===== src/rtl/shift_sub_divider.sv =====
// Iterative restoring divider producing {remainder, quotient} after 32 steps.
// Define DIVIDER_SIGNED_EN to also accept the signed start code DIV.
module shift_sub_divider #(
  parameter logic [5:0] DIVU = 6'b011011,
  parameter logic [5:0] DIV  = 6'b011010
) (
  input  logic        clk,
  input  logic        reset,
  input  logic [31:0] dataA,
  input  logic [31:0] dataB,
  input  logic [5:0]  Signal,
  output logic [63:0] dataOut,
  output logic        busy,
  output logic        done,
  output logic        divZero
);

  typedef enum logic [1:0] {IDLE, RUN, DONE} state_t;

  state_t      state, state_nxt;
  logic [31:0] rem_p0;
  logic [31:0] quot_p0;
  logic [31:0] dvsr_p0;
  logic [31:0] dvnd_p0;
  logic [4:0]  step_p0;
  logic        zero_p0;
  logic        start_u, start_s, start;
  logic        finish;
  logic [63:0] step_res;
  logic [31:0] rem_fin, quot_fin;
  logic [63:0] result;

  // The shifted partial remainder is 33 bits so the compare/subtract cannot wrap.
  function automatic logic [63:0] restore_step(input logic [31:0] rem,
                                               input logic [31:0] quot,
                                               input logic [31:0] dvsr);
    logic [32:0] sh;
    logic [31:0] q;
    sh = {rem, quot[31]};
    q  = {quot[30:0], 1'b0};
    if (sh >= {1'b0, dvsr}) begin
      sh   = sh - {1'b0, dvsr};
      q[0] = 1'b1;
    end
    return {sh[31:0], q};
  endfunction

`ifdef DIVIDER_SIGNED_EN
  logic neg_q_p0, neg_r_p0;

  function automatic logic [31:0] abs_mag(input logic signed [31:0] v);
    return (v < 0) ? -v : v;
  endfunction

  function automatic logic [31:0] cond_neg(input logic [31:0] v, input logic neg);
    return neg ? -v : v;
  endfunction

  assign start_s = (state == IDLE) && (Signal == DIV) && (Signal != DIVU);
`else
  // DIV is decoded but masked off: the unsigned build has no signed start.
  assign start_s = (Signal == DIV) & 1'b0;
`endif

  assign start_u = (state == IDLE) && (Signal == DIVU);
  assign start   = start_u | start_s;
  assign finish  = (state == RUN) && (zero_p0 || (step_p0 == 5'd31));

  always_comb begin
    state_nxt = state;
    case (state)
      IDLE:    if (start) state_nxt = RUN;
      RUN:     if (finish) state_nxt = DONE;
      DONE:    state_nxt = IDLE;
      default: state_nxt = IDLE;
    endcase
  end

  assign busy = (state == RUN) && !zero_p0;
  assign done = (state == DONE);

  always_comb begin
    step_res = restore_step(rem_p0, quot_p0, dvsr_p0);
    rem_fin  = step_res[63:32];
    quot_fin = step_res[31:0];
`ifdef DIVIDER_SIGNED_EN
    rem_fin  = cond_neg(rem_fin, neg_r_p0);
    quot_fin = cond_neg(quot_fin, neg_q_p0);
`endif
    if (zero_p0) result = {dvnd_p0, 32'hFFFF_FFFF};
    else         result = {rem_fin, quot_fin};
  end

  // Control and the visible result register
  always_ff @(posedge clk) begin
    if (reset) begin
      state   <= IDLE;
      dataOut <= '0;
      divZero <= 1'b0;
      step_p0 <= '0;
      zero_p0 <= 1'b0;
`ifdef DIVIDER_SIGNED_EN
      neg_q_p0 <= 1'b0;
      neg_r_p0 <= 1'b0;
`endif
    end else begin
      state <= state_nxt;
      if (start) begin
        divZero <= 1'b0;
        step_p0 <= '0;
        zero_p0 <= (dataB == 32'd0);
`ifdef DIVIDER_SIGNED_EN
        neg_q_p0 <= start_s && (dataA[31] ^ dataB[31]);
        neg_r_p0 <= start_s && dataA[31];
`endif
      end else if (state == RUN) begin
        step_p0 <= step_p0 + 5'd1;
      end
      if (finish) begin
        dataOut <= result;
        divZero <= zero_p0;
      end
    end
  end

  // Iteration datapath; contents are don't-care outside RUN
  always_ff @(posedge clk) begin
    if (start) begin
      rem_p0  <= '0;
      dvnd_p0 <= dataA;
`ifdef DIVIDER_SIGNED_EN
      quot_p0 <= start_s ? abs_mag(dataA) : dataA;
      dvsr_p0 <= start_s ? abs_mag(dataB) : dataB;
`else
      quot_p0 <= dataA;
      dvsr_p0 <= dataB;
`endif
    end else if (state == RUN) begin
      rem_p0  <= step_res[63:32];
      quot_p0 <= step_res[31:0];
    end
  end

endmodule


===== config.mk =====
export PLATFORM = sky130hd
export DESIGN_NAME = shift_sub_divider
export DESIGN_NICKNAME = d
export VERILOG_FILES = /design/src/rtl/shift_sub_divider.sv
export SDC_FILE = /design/constraint.sdc
export NUM_CORES = 1
export LEC_CHECK = 0
export ABC_CLOCK_PERIOD_IN_PS = 7050
export BUFFER_PORTS_ARGS = -buffer_cell sky130_fd_sc_hd__buf_2
export CORE_UTILIZATION = 45
export CTS_BUF_LIST = sky130_fd_sc_hd__clkbuf_16
export DETAILED_ROUTE_END_ITERATION = 10
export PLACE_DENSITY = 0.74
export SYNTH_ARGS = -nofsm -noshare
export SYNTH_HDL_FRONTEND = slang
export SYNTH_SLANG_ARGS = --single-unit

===== constraint.sdc =====
create_clock -name clk -period 7.05 [get_ports clk]
set_input_delay 2.115 -clock clk [delete_from_list [all_inputs] [get_ports clk]]
set_output_delay 2.115 -clock clk [all_outputs]
set_load 0.02 [all_outputs]

==> results.cfg <==
[outcome]
status = completed

[worst_setup_path]
crit_type = in -> reg
worst-endpoint-required_ns = 7.25
critPathBufInv = 6
cpMaxStageDelayCell = sky130_fd_sc_hd__clkinv_2
timing.critical_path.from_type = input pin
critPathMaxStageDelay_ns = 0.63
cp_top_family = buffers and inverters
worstSetupEndpointType = register
crit_chain = buf_2 > nor4bb_1 > nand4_1 > buf_4 > clkinv_2 > nor2_1 > buf_4 > inv_1 > buf_4
timing.critical_path.arrival_ns = 4.43
cp_max_fo = 41
worst_path_most_repeated_cell = sky130_fd_sc_hd__buf_4

[global_route]
number_of_antenna_violations_at_the_first_check_in_global_routing = 0
globalRoute.totalOverflow = 0
largest_net_degree_at_the_start_of_global_routing = 69
grt_first_pass_wirelength_um = 38600
total_routing_usage_gr_pct = 22.1
grt_pass1_vias = 7260

[place]
placedInstanceArea_mm2 = 0.0105
port_buffers = 138
place_hpwl_um = 16900
place_ws_ns = 2.29
routabilityCongestion = 0.894

[sta]
post-route-worst-setup-slack_ns = 2.83
grt_setup_unrepaired = false
measured_slew_at_the_worst_slew_check_pin_ns = 1.03
max_slew_vio_count = 0
min_period_ns = 4.22
layout_worst_path_cycle_share_pct = 59.9
fin_worst_skew_ns = 0.0155
hold_viol = 0
finalSetupViolations = 0
slew_headroom_pct = 31.5
fmaxAchievable_mhz = 237
setup_tns_ns = 0

[drt]
remaining_drc_errors = 0
route.detailed.vias_per_inst = 5.50
first_iter_violations = 616
drt-total-wl_um = 24200
routed-via-count = 7808
drt-pass1-iter-count = 5
postRouteAntennaNets = 0
detail_route.wl_per_cell_um = 17.1

[job]
cap_violations = 0

[finish]
layout_cell_share_with_drive_strength_beyond_1_pct = 17.3
n_antenna_cell = 0
syn2layout_area_growth_pct = 17.1
layout.cell_area.non_filler_mm2 = 0.0113
layout.nets = 1236

[cts]
clk_latency_ns = 0.51
cts_buffer_depth = 3
clk_pin_slew_worst_paths_ns = 0.06
clock-sinks = 201
htreeDepth = 1
cts_hold_buffers = 0
postCtsSetupBuffers = 0
postCtsResizedCells = 0
cts_buffer_count = 23
cts_root_buf = sky130_fd_sc_hd__clkbuf_16
tritoncts = done

[logic_synthesis]
proportion_of_synthesized_chip_area_in_sequential_cells_pct = 51.8
yosys-top-cells-area = sky130_fd_sc_hd__edfxtp_1, sky130_fd_sc_hd__dfxtp_1, sky130_fd_sc_hd__nand2_1
synth_top_flop_cell = sky130_fd_sc_hd__dfxtp_1
yosys.area.top_type_share_pct = 30.0
synth.ff_latch_count = 201
number_of_flops_mapped_to_enable_cells_by_yosys = 96
yosysWarnings = 0
netlist.top_cell.by_area = sky130_fd_sc_hd__edfxtp_1
synth_fp_nets = 1124
synth.avg_cell_area_um2 = 9.46
post_synth_inst_count = 1017
number_of_distinct_library_cells_after_synthesis = 60
ys_async_sr_fraction_pct = 0
synthesis.area_mm2 = 0.00962

[floorplan]
dieArea_mm2 = 0.0220
io-pin-count = 139
initial_utilization_pct = 45.9
die_h_um = 148
core.rowCount = 53
design.core.area_mm2 = 0.0210
die_width_um = 148

[worst_hold_path]
hold_path_class = reg -> reg

[power_and_ir_drop]
ir_worst_vdd_uv = 179
cellLeakagePower_nw = 4.71
power.density_mw_per_mm2 = 346
==> sequential cells by signal, indices dropped and copies added (netlist names) <==
name and count:
dvnd_p0 32, step_p0 5, state 2, rem_p0 32, dataOut 64, zero_p0 1, quot_p0 32, divZero 1
dvsr_p0 32
==> placed cells by master (no fill, tap or decap), types with 4 or more instances in the layout <==
cell                        netlist  final
sky130_fd_sc_hd__buf_2            5    138
sky130_fd_sc_hd__o21bai_1         4      4
sky130_fd_sc_hd__xor2_1          11     11
sky130_fd_sc_hd__buf_4            2     11
sky130_fd_sc_hd__inv_1           48     53
sky130_fd_sc_hd__o211ai_1        10     10
sky130_fd_sc_hd__o21ai_0         45     45
sky130_fd_sc_hd__mux2_2           4      4
sky130_fd_sc_hd__a21oi_1         62     62
sky130_fd_sc_hd__nand3_1         14     14
sky130_fd_sc_hd__a21o_1          13     13
sky130_fd_sc_hd__ha_1            34     34
sky130_fd_sc_hd__nor3_1          66     66
sky130_fd_sc_hd__nand2_1        169    169
sky130_fd_sc_hd__a22o_1           4      4
sky130_fd_sc_hd__nand4_1         10     10
sky130_fd_sc_hd__nor2b_1          6      6
sky130_fd_sc_hd__nor2_1          86     85
sky130_fd_sc_hd__edfxtp_1        96     96
sky130_fd_sc_hd__a31oi_1          6      6
sky130_fd_sc_hd__clkinv_2         0      4
sky130_fd_sc_hd__a211oi_1         5      5
sky130_fd_sc_hd__nand3b_1         7      7
sky130_fd_sc_hd__a211o_1         20     20
sky130_fd_sc_hd__clkbuf_16        0     24
sky130_fd_sc_hd__o21a_1          11     11
sky130_fd_sc_hd__o31ai_1          6      6
sky130_fd_sc_hd__mux2i_1         25     25
sky130_fd_sc_hd__dfxtp_1        105    104
sky130_fd_sc_hd__nand2b_1        11     11
sky130_fd_sc_hd__o22ai_1          4      4
sky130_fd_sc_hd__xnor2_1         21     21
sky130_fd_sc_hd__nor4_1           9      9
sky130_fd_sc_hd__and2_1           4      4
==> layout make-up <==
type                    count  area [um^2]
clock buffers              24          601
clock inverters            17          165
fillers                  1897         9700
inverters                  49          185
multi-input cells         705         4200
flip-flops and latches    201         4990
well taps                 275          344
repair buffers            149          773
==> worst min-delay path, delay by kind of cell (launching register included) <==
kind               cells  cell delay (ns)
DFF                    1             0.30
and+or+nand+nor        1             0.05
AOI/OAI and AO/OA      1             0.05
==> where the power goes <==
part	switching [W]	total (W)	internal (W)
registers	0.0000930	0.00141	0.00131
logic	0.000766	0.00129	0.000521
clock network	0.000474	0.00120	0.000727
total	0.00133	0.00389	0.00256
==> layer usage <==
layer  vias up  track usage, %  routed length (um)
li1       3817               -                   -
met1      3672            33.2               11500
met2       284            33.5               10800
met3        35            2.94                1570
met4         0            5.57                 422
met5         -               0                   0
==> final timing paths <==
| path | cells past startpoint | to | slack [ns] | startpoint |
|---|---|---|---|---|
| min | 2 | dataOut[35] | 0.45 | dataOut[35] |
| max | 9 | quot_p0[10] | 2.83 | Signal[4] |
| max reg2reg | 12 | dataOut[55] | 3.13 | dvsr_p0[15] |
| min reg2reg | 2 | dataOut[35] | 0.45 | dataOut[35] |
==> logic make-up (layout without fill, tap and decap cells) <==
family	after synthesis	in the layout	synth area share [%]
AO/OA/AOI/OAI	211	211	14.4
XOR/XNOR	32	32	2.91
adder cells (fa/ha/maj)	35	35	4.63
buffers and inverters	111	239	4.67
flip-flops	201	201	51.8
multiplexers	29	29	3.07
AND/OR/NAND/NOR	398	398	18.5
==> cell usage after synthesis (13+ instances only) <==
cell type / instances
sky130_fd_sc_hd__a211o_1: 20
sky130_fd_sc_hd__nor2_1: 86
sky130_fd_sc_hd__edfxtp_1: 96
sky130_fd_sc_hd__xnor2_1: 21
sky130_fd_sc_hd__inv_1: 48
sky130_fd_sc_hd__clkbuf_1: 50
sky130_fd_sc_hd__nand3_1: 14
sky130_fd_sc_hd__o21ai_0: 45
sky130_fd_sc_hd__a21oi_1: 62
sky130_fd_sc_hd__nand2_1: 169
sky130_fd_sc_hd__nor3_1: 66
sky130_fd_sc_hd__mux2i_1: 25
sky130_fd_sc_hd__a21o_1: 13
sky130_fd_sc_hd__ha_1: 34
sky130_fd_sc_hd__dfxtp_1: 105
==> metrics by stage <==
step / utilization (%) / cells / power (W) / hold WS (ns)
finish: 53.7 / 1420 / 0.00389 / 0.450
global route: 53.7 / 1420 / 0.00409 / 0.470
CTS: 53.7 / 1420 / 0.00389 / 0.452
detailed placement: 50.1 / 1379 / 0.00268 / 0.444
global placement: 50.1 / 1379 / 0.00267 / 0.439
floorplan: - / 1017 / 0.00239 / 0.441
(Power assumes the default switching activity.)
